### src/rtl/cgra_wb_cfg_bridge.sv
// Wishbone slave front-end for the CGRA: CTRL/STATUS/COUNT CSRs plus a config window bridged
// onto the CGRA valid/ready config bus. Optional macro CFG_TIMEOUT_EN bounds config waits.
module cgra_wb_cfg_bridge #(
  parameter logic [31:0] WISHBONE_BASE_ADDR = 32'h3000_0000,
  parameter int          CFG_ADDR_W         = 14,
  parameter int          TIMEOUT_CYCLES     = 255
) (
  input  logic                  wb_clk_i,
  input  logic                  wb_rst_i,
  input  logic                  wbs_stb_i,
  input  logic                  wbs_cyc_i,
  input  logic                  wbs_we_i,
  input  logic [3:0]            wbs_sel_i,
  input  logic [31:0]           wbs_adr_i,
  input  logic [31:0]           wbs_dat_i,
  output logic                  wbs_ack_o,
  output logic [31:0]           wbs_dat_o,
  output logic                  cfg_valid_o,
  input  logic                  cfg_ready_i,
  output logic                  cfg_we_o,
  output logic [CFG_ADDR_W-1:0] cfg_addr_o,
  output logic [31:0]           cfg_wdata_o,
  output logic [3:0]            cfg_wstrb_o,
  input  logic                  cfg_rvalid_i,
  input  logic [31:0]           cfg_rdata_i,
  output logic                  cgra_stall_o,
  output logic                  cgra_srst_o,
  output logic                  irq_o
);

  typedef enum logic [2:0] {
    ST_IDLE,
    ST_REQ,
    ST_RESP,
    ST_ACK,
    ST_GUARD
  } state_t;

  state_t                  state_reg, state_next;
  logic [2:0]              ctrl_reg;
  logic                    status_tmo_reg;
  logic [31:0]             count_reg;
  logic [31:0]             dat_reg;
  logic                    cfg_valid_reg;
  logic                    cfg_we_reg;
  logic [CFG_ADDR_W-1:0]   cfg_addr_reg;
  logic [31:0]             cfg_wdata_reg;
  logic [3:0]              cfg_wstrb_reg;

  logic                    access;
  logic                    is_cfg;
  logic [5:0]              csr_idx;
  logic [31:0]             csr_rdata;
  logic                    busy;
  logic                    start_cfg;
  logic                    csr_hit;
  logic                    cfg_done;
  logic                    tmo_fire;
  logic                    tmo_hit;
  logic                    unused_ok;

  assign access  = wbs_stb_i & wbs_cyc_i & (wbs_adr_i[31:16] == WISHBONE_BASE_ADDR[31:16]);
  assign is_cfg  = |wbs_adr_i[15:8];
  assign csr_idx = wbs_adr_i[7:2];
  assign busy    = (state_reg != ST_IDLE);

  // Byte-offset bits and the timeout limit are not needed by the default datapath.
  assign unused_ok = ^wbs_adr_i[1:0] ^ (TIMEOUT_CYCLES == 0);

  always_comb begin
    csr_rdata = 32'h0;
    case (csr_idx)
      6'd0:    csr_rdata = {29'h0, ctrl_reg};
      6'd1:    csr_rdata = {30'h0, status_tmo_reg, busy};
      6'd2:    csr_rdata = count_reg;
      default: csr_rdata = 32'h0;
    endcase
  end

`ifdef CFG_TIMEOUT_EN
  localparam int TMO_W = $clog2(TIMEOUT_CYCLES + 1);
  logic [TMO_W-1:0] tmo_cnt_reg;

  // Restarted on every new wait (request issue and request acceptance).
  always_ff @(posedge wb_clk_i) begin
    if (wb_rst_i) begin
      tmo_cnt_reg <= '0;
    end else if (start_cfg || (state_reg == ST_REQ && cfg_ready_i)) begin
      tmo_cnt_reg <= '0;
    end else if (state_reg == ST_REQ || state_reg == ST_RESP) begin
      tmo_cnt_reg <= tmo_cnt_reg + 1'b1;
    end
  end

  assign tmo_hit = (tmo_cnt_reg == TMO_W'(TIMEOUT_CYCLES - 1));
`else
  assign tmo_hit = 1'b0;
`endif

  always_comb begin
    state_next = state_reg;
    start_cfg  = 1'b0;
    csr_hit    = 1'b0;
    cfg_done   = 1'b0;
    tmo_fire   = 1'b0;
    case (state_reg)
      ST_IDLE: begin
        if (access) begin
          if (is_cfg) begin
            state_next = ST_REQ;
            start_cfg  = 1'b1;
          end else begin
            state_next = ST_ACK;
            csr_hit    = 1'b1;
          end
        end
      end
      ST_REQ: begin
        if (cfg_ready_i) begin
          if (cfg_we_reg) begin
            state_next = ST_ACK;
            cfg_done   = 1'b1;
          end else begin
            state_next = ST_RESP;
          end
        end else if (tmo_hit) begin
          state_next = ST_ACK;
          tmo_fire   = 1'b1;
        end
      end
      ST_RESP: begin
        if (cfg_rvalid_i) begin
          state_next = ST_ACK;
          cfg_done   = 1'b1;
        end else if (tmo_hit) begin
          state_next = ST_ACK;
          tmo_fire   = 1'b1;
        end
      end
      ST_ACK:   state_next = ST_GUARD;
      ST_GUARD: state_next = ST_IDLE;
      default:  state_next = ST_IDLE;
    endcase
  end

  always_ff @(posedge wb_clk_i) begin
    if (wb_rst_i) begin
      state_reg <= ST_IDLE;
    end else begin
      state_reg <= state_next;
    end
  end

  // Config request channel: captured on issue, held until accepted or timed out.
  always_ff @(posedge wb_clk_i) begin
    if (wb_rst_i) begin
      cfg_valid_reg <= 1'b0;
      cfg_we_reg    <= 1'b0;
      cfg_addr_reg  <= '0;
      cfg_wdata_reg <= 32'h0;
      cfg_wstrb_reg <= 4'h0;
    end else if (start_cfg) begin
      cfg_valid_reg <= 1'b1;
      cfg_we_reg    <= wbs_we_i;
      cfg_addr_reg  <= wbs_adr_i[CFG_ADDR_W+1:2];
      cfg_wdata_reg <= wbs_dat_i;
      cfg_wstrb_reg <= wbs_sel_i;
    end else if (state_reg == ST_REQ && (cfg_ready_i || tmo_fire)) begin
      cfg_valid_reg <= 1'b0;
    end
  end

  always_ff @(posedge wb_clk_i) begin
    if (wb_rst_i) begin
      ctrl_reg       <= 3'b001;
      status_tmo_reg <= 1'b0;
      count_reg      <= 32'h0;
      dat_reg        <= 32'h0;
    end else begin
      if (csr_hit) begin
        dat_reg <= wbs_we_i ? 32'h0 : csr_rdata;
        if (wbs_we_i && wbs_sel_i[0]) begin
          if (csr_idx == 6'd0) begin
            ctrl_reg <= wbs_dat_i[2:0];
          end
          if (csr_idx == 6'd1 && wbs_dat_i[1]) begin
            status_tmo_reg <= 1'b0;
          end
        end
      end
      if (cfg_done) begin
        count_reg <= count_reg + 32'd1;
        dat_reg   <= (state_reg == ST_RESP) ? cfg_rdata_i : 32'h0;
      end
      // Placed last so a timeout set takes priority over any clear.
      if (tmo_fire) begin
        status_tmo_reg <= 1'b1;
        dat_reg        <= 32'hDEAD_BEEF;
      end
    end
  end

  assign wbs_ack_o    = (state_reg == ST_ACK);
  assign wbs_dat_o    = dat_reg;
  assign cfg_valid_o  = cfg_valid_reg;
  assign cfg_we_o     = cfg_we_reg;
  assign cfg_addr_o   = cfg_addr_reg;
  assign cfg_wdata_o  = cfg_wdata_reg;
  assign cfg_wstrb_o  = cfg_wstrb_reg;
  assign cgra_stall_o = ctrl_reg[0];
  assign cgra_srst_o  = ctrl_reg[1];
  assign irq_o        = status_tmo_reg & ctrl_reg[2];

endmodule

### config.mk
export PLATFORM = sky130hd
export DESIGN_NAME = cgra_wb_cfg_bridge
export DESIGN_NICKNAME = d
export VERILOG_FILES = /design/src/rtl/cgra_wb_cfg_bridge.sv
export SDC_FILE = /design/constraint.sdc
export NUM_CORES = 1
export LEC_CHECK = 0
export CORE_UTILIZATION = 47
export CTS_CLUSTER_SIZE = 25
export DETAILED_ROUTE_END_ITERATION = 8
export GPL_TIMING_DRIVEN = 0
export PLACE_DENSITY = 0.93
export SLEW_MARGIN = 20
export SYNTH_ARGS = -nofsm -noshare
export SYNTH_HDL_FRONTEND = slang
export SYNTH_SLANG_ARGS = --single-unit
### constraint.sdc
create_clock -name wb_clk_i -period 5.3 [get_ports wb_clk_i]
set_input_delay 1.06 -clock wb_clk_i [delete_from_list [all_inputs] [get_ports wb_clk_i]]
set_output_delay 1.06 -clock wb_clk_i [all_outputs]
set_load 0.01 [all_outputs]
==> results of run 1 <==
==> worst paths after layout <==
path / start / slack, ns / to
hold / removal: cfg_wdata_o[11] / 0.45 / cfg_wdata_o[11]
hold reg to reg: cfg_wdata_o[11] / 0.45 / cfg_wdata_o[11]
setup / recovery: wbs_adr_i[5] / 1.91 / wbs_dat_o[28]
setup reg to reg: state_reg[1] / 2.75 / wbs_dat_o[26]
==> per-layer routing <==
layer / track usage / wire [um] / vias to the layer above
li1: - / - / 2486
met1: 0.3314 / 6325 / 2509
met2: 0.5478 / 8385 / 274
met3: 0.08609 / 1245 / 61
met4: 0.1569 / 631 / 0
met5: 0 / 0 / -
==> area by class of cell <==
class                      count  area (um2)
buffer                        43       182.7
clock inverter                 8       140.1
timing repair buffer         189        1892
inverter                       3       11.26
multi-input combinational    423        2347
sequential                   122        2442
tap                          136       170.2
clock buffer                  23       476.7
fill                         696        2661
==> kinds of logic (layout without fill, tap and decap cells) <==
logic type	count (synthesis)	in the layout	share of synthesized area
AND/OR/NAND/NOR	278	278	0.2641
buffers and inverters	46	266	0.03891
flip-flops	122	122	0.4901
XOR/XNOR	21	21	0.03691
other	1	1	0.0007525
adder cells (fa/ha/maj)	1	1	0.002510
AO/OA/AOI/OAI	116	116	0.1547
multiplexers	6	6	0.01205
==> placed cells by master, fill, tap and decap left out, types with 3 or more instances in the layout <==
cell             synthesis  final
clkdlybuf4s50_1          0    189
dfxtp_1                122    122
nand2_1                112    112
nor2_1                  63     63
a21oi_1                 59     59
clkbuf_1                35     37
nor3_1                  34     34
a221oi_1                29     29
xor2_1                  16     16
clkbuf_16                0     16
nor4_1                  10     10
o21ai_0                 10     10
nand3_1                 10     10
nand4_1                  9      9
or3_1                    9      9
and3_1                   8      8
mux2i_1                  6      6
buf_2                    5      5
and4_1                   5      5
xnor2_1                  5      5
clkbuf_8                 0      5
and2_1                   4      4
a211oi_1                 4      4
clkinv_2                 0      4
bufinv_16                0      4
nand2b_1                 3      3
inv_1                    3      3
==> critical path: stages <==
cell	delay [ns]
clkdlybuf4s50_1	0.43
nor4_1	0.59
nand2b_1	0.26
nor4b_1	0.58
buf_2	0.33
buf_4	0.22
a221oi_1	0.12
nor3_1	0.22
==> power groups by stage <==
| stage | clock network [mW] | logic, mW | registers (mW) |
|---|---|---|---|
| finish | 1.20 | 0.110 | 0.918 |
| global route | 1.25 | 0.115 | 0.917 |
| CTS | 1.20 | 0.109 | 0.918 |
| detailed placement | 0 | 0.108 | 0.937 |
| global placement | 0 | 0.106 | 0.937 |
| floorplan | 0 | 0.0191 | 0.937 |
==> through the flow <==
stage	hold slack [ns]	setup WS, ns	power (mW)	cells	utilization
final	0.4500	1.908	2.231	947	0.7422
after global routing	0.4675	1.826	2.283	947	0.7422
after global placement	0.4384	1.640	1.044	916	0.6825
after CTS	0.4518	2.030	2.231	947	0.7422
after detailed placement	0.4446	1.573	1.045	916	0.6825
after floorplan	0.4596	2.730	0.9563	591	-
==> flow_summary.json, run 1 <==
{
  "outcome": "completed",
  "first_pass_iters": 5,
  "h-tree-depth": 4,
  "cts_hold_buffers": 0,
  "setup_tns_ns": 0,
  "min_delay_path_depth": 2,
  "ant_nets": 0,
  "clk_latency_ns": 0.52,
  "synth_top_area_cell": "dfxtp_1",
  "yosysTopAreaCellShare": 0.4901,
  "period_needed_ns": 3.392,
  "p_switching_uw": 434.2,
  "grt_util_all_layers": 0.3075,
  "grt_pass1_vias": 5490,
  "setup_violations": 0,
  "cp-end-kind": "register",
  "synth_area_um2": 4984,
  "p_seq_frac": 0.411,
  "dieArea_um2": 11020,
  "ctsResizeCount": 0,
  "final_cell_area_um2": 7662,
  "avgViaCountPerCell": 5.628,
  "coreArea_um2": 10320,
  "die_w_um": 105.0,
  "core.rowCount": 37,
  "ys.flop_type": "dfxtp_1",
  "cts_tree": "done",
  "clkSlewWorstSetupHoldPaths_ns": 0.06,
  "power.share.switching": 0.1946,
  "synthTopCellsByCount": "122 x dfxtp_1, 112 x nand2_1, 63 x nor2_1",
  "timing.final.crit_share": 0.6400,
  "io_buffers": 189,
  "start_kind": "input port",
  "grt_pass1_wl_um": 26540,
  "p_int_mw": 1.797,
  "die_y_um": 105.0,
  "vias": 5330,
  "ys_ff_latch": 122,
  "required_ns": 5.74,
  "synth_area_leaders": "dfxtp_1 49%, nand2_1 8.4%, a21oi_1 5.9%",
  "max_cap_violations": 0,
  "power.density_nw_per_um2": 291.2,
  "yosys_warnings": 0,
  "skew_ns": 0.007222,
  "critPathArrivalTime_ns": 3.83,
  "synth_edf_count": 0,
  "ir_drop_mv": 0.1710,
  "syn2layout_area_growth_pct": 53.75,
  "drt-total-wl_um": 16590,
  "place_hpwl_um": 11690,
  "async_flop_share": 0,
  "start_util": 0.4827,
  "postPlaceCellArea_um2": 7046,
  "path_class": "in2reg",
  "syn_nets": 699,
  "hold_viol": 0,
  "worst_pin_slew_ns": 0.7013,
  "finalWeightedCongestion": 0.8531,
  "worst-path-max-fanout": 10,
  "reg2reg_depth": 6,
  "grt.overflow.total": 0,
  "yosysMostFrequentCell": "dfxtp_1",
  "syn-instance-count": 591,
  "drive_gt1_frac": 0.05919,
  "cts_buffer_depth": 2,
  "cts_sinks": 122,
  "grt_max_degree": 17,
  "rsz0062_at_grt": "false",
  "antenna_found_initial": 0,
  "pwr-share-comb": 0.049,
  "ys_seq_area_frac": 0.4901,
  "cts_root_buffer": "clkbuf_8",
  "cts_buffers": 17,
  "cts_setup_buffers": 0,
  "nets": 907,
  "antenna_cells": 0,
  "hp-class": "reg2reg",
  "fmax_mhz": 294.8,
  "p_clk_frac": 0.540,
  "synth.distinct_cells": 47,
  "io_pins": 195,
  "route.detailed.drc": 0,
  "syn_avg_cell_area_um2": 8.432,
  "drtIter0Drc": 381,
  "relSlewSlack": 0.5315,
  "final_max_slew_viol_count": 0,
  "leakagePower_nw": 2.690,
  "drt-wirelength-per-cell_um": 17.52
}
Power figures use the tool's default switching activity.
==> inputs of run 2 (changes only) <==
--- a/config.mk
+++ b/config.mk
@@ -5,11 +5,11 @@
 export SDC_FILE = /design/constraint.sdc
 export NUM_CORES = 1
 export LEC_CHECK = 0
-export CORE_UTILIZATION = 47
+export CORE_UTILIZATION = 39
 export CTS_CLUSTER_SIZE = 25
 export DETAILED_ROUTE_END_ITERATION = 8
 export GPL_TIMING_DRIVEN = 0
-export PLACE_DENSITY = 0.93
+export PLACE_DENSITY = 0.84
 export SLEW_MARGIN = 20
 export SYNTH_ARGS = -nofsm -noshare
 export SYNTH_HDL_FRONTEND = slang
==> constraint.sdc (replaced) <==
create_clock -name wb_clk_i -period 2.73 [get_ports wb_clk_i]
set_input_delay 0.546 -clock wb_clk_i [delete_from_list [all_inputs] [get_ports wb_clk_i]]
set_output_delay 0.546 -clock wb_clk_i [all_outputs]
set_load 0.01 [all_outputs]
==> flow_summary.json, run 2 (same netlist as run 1, synthesis figures left out) <==
{
  "cts_sinks": 122,
  "ir_drop_mv": 0.3372,
  "cp-end-kind": "register",
  "grt_pass1_wl_um": 23940,
  "cts_tree": "done",
  "hold_viol": 0,
  "num-fill-cells": 1067,
  "post-route-util": 0.6269,
  "layout_common_cells": "189 x clkdlybuf4s50_1, 122 x dfxtp_1, 112 x nand2_1",
  "path_class": "in2reg",
  "period_needed_ns": 2.509,
  "clkSlewWorstSetupHoldPaths_ns": 0.05,
  "h-tree-depth": 4,
  "skew_ns": 0.007118,
  "antenna_found_initial": 0,
  "leakagePower_nw": 2.658,
  "die_y_um": 115.0,
  "max_cap_violations": 0,
  "die_w_um": 115.0,
  "worst-path-max-fanout": 10,
  "required_ns": 3.06,
  "timing.final.crit_share": 0.9192,
  "coreArea_um2": 12210,
  "drive_gt1_frac": 0.06289,
  "relSlewSlack": 0.6029,
  "outcome": "completed",
  "grt_util_all_layers": 0.2344,
  "fin_ws_ns": 0.2206,
  "hp-class": "reg2reg",
  "drt-total-wl_um": 15020,
  "dp.cells": 948,
  "drtIter0Drc": 280,
  "grt.overflow.total": 0,
  "start_util": 0.4081,
  "route.detailed.drc": 0,
  "antenna_cells": 0,
  "layout.cells.non_filler": 979,
  "avgViaCountPerCell": 5.158,
  "core.rowCount": 40,
  "worst_pin_slew_ns": 0.5956,
  "cts_setup_buffers": 0,
  "grt_pass1_vias": 4902,
  "io_pins": 195,
  "finalWeightedCongestion": 0.8073,
  "cts_hold_buffers": 0,
  "final_max_slew_viol_count": 0,
  "start_kind": "input port",
  "setup_violations": 0,
  "power.total_mw": 4.071,
  "power.density_nw_per_um2": 531.8,
  "postPlaceCellArea_um2": 7086,
  "grt_max_degree": 17,
  "final_common_cell": "clkdlybuf4s50_1",
  "rsz0062_at_grt": "false",
  "cts_root_buffer": "clkbuf_16",
  "vias": 5050,
  "nets": 907,
  "syn2layout_area_growth_pct": 53.63,
  "io_buffers": 189,
  "ant_nets": 0,
  "drt-wirelength-per-cell_um": 15.35,
  "cts_buffers": 17,
  "cts_buffer_depth": 2,
  "first_pass_iters": 4,
  "fmax_mhz": 398.5,
  "dieArea_um2": 13230,
  "critPathArrivalTime_ns": 2.84,
  "place_hpwl_um": 11120,
  "pre_cts_slack_ns": -0.4583,
  "final_cell_area_um2": 7656,
  "clk_latency_ns": 0.41
}
[run 2: repair_timing]
action / 4_1_cts / 5_1_grt
pin swaps: 0 / 0
setup endpoints to repair: 20 / 31
resized for setup: 1 / 3
[run 2: worst paths after layout]
kind / start / endpoint / slack (ns) / depth (start not counted)
hold reg to reg: cfg_wdata_o[17] / cfg_wdata_o[17] / 0.45 / 2
hold / removal: cfg_wdata_o[17] / cfg_wdata_o[17] / 0.45 / 2
setup reg to reg: state_reg[1] / wbs_dat_o[26] / 0.47 / 6
setup / recovery: wbs_adr_i[4] / wbs_dat_o[26] / 0.22 / 8
[run 2: area by class of cell]
class	count	area [um2]	area share
sequential	122	2442	0.3190
multi-input combinational	423	2370	0.3095
timing repair buffer	189	1892	0.2471
clock buffer	23	478.0	0.06243
tap	168	210.2	0.02746
buffer	43	182.7	0.02386
clock inverter	8	70.07	0.009152
inverter	3	11.26	0.001471
[run 2: worst max-delay path: stages]
cell,delay (ns)
clkdlybuf4s50_1,0.44
nor4_2,0.43
nand2b_1,0.24
nor4b_2,0.37
buf_2,0.28
buf_4,0.22
a221oi_1,0.10
nor3_1,0.20
[run 2: metrics by stage]
stage | hold slack (ns) | TNS [ns]
2_1_floorplan | 0.4596 | 0
3_3_place_gp | 0.4377 | -16.36
3_5_place_dp | 0.4430 | -16.10
4_1_cts | 0.4501 | 0
5_1_grt | 0.4621 | 0
6_report | 0.4482 | 0
[run 2: metal layers]
layer	track usage	wire, um	up-vias	share of wire
met3	0.07275	1069	22	0.071
met4	0.06494	198	0	0.013
met5	0	0	-	0
met1	0.2745	6423	2359	0.43
met2	0.4124	7332	171	0.49
li1	-	-	2498	-
[run 2: report_power, final]
| part | leakage [nW] | switching (mW) | total (mW) | internal (mW) |
|---|---|---|---|---|
| clock | 0.269 | 0.767 | 2.08 | 1.31 |
| sequential | 0.982 | 0.00000358 | 1.78 | 1.78 |
| combinational | 1.41 | 0.0745 | 0.214 | 0.140 |
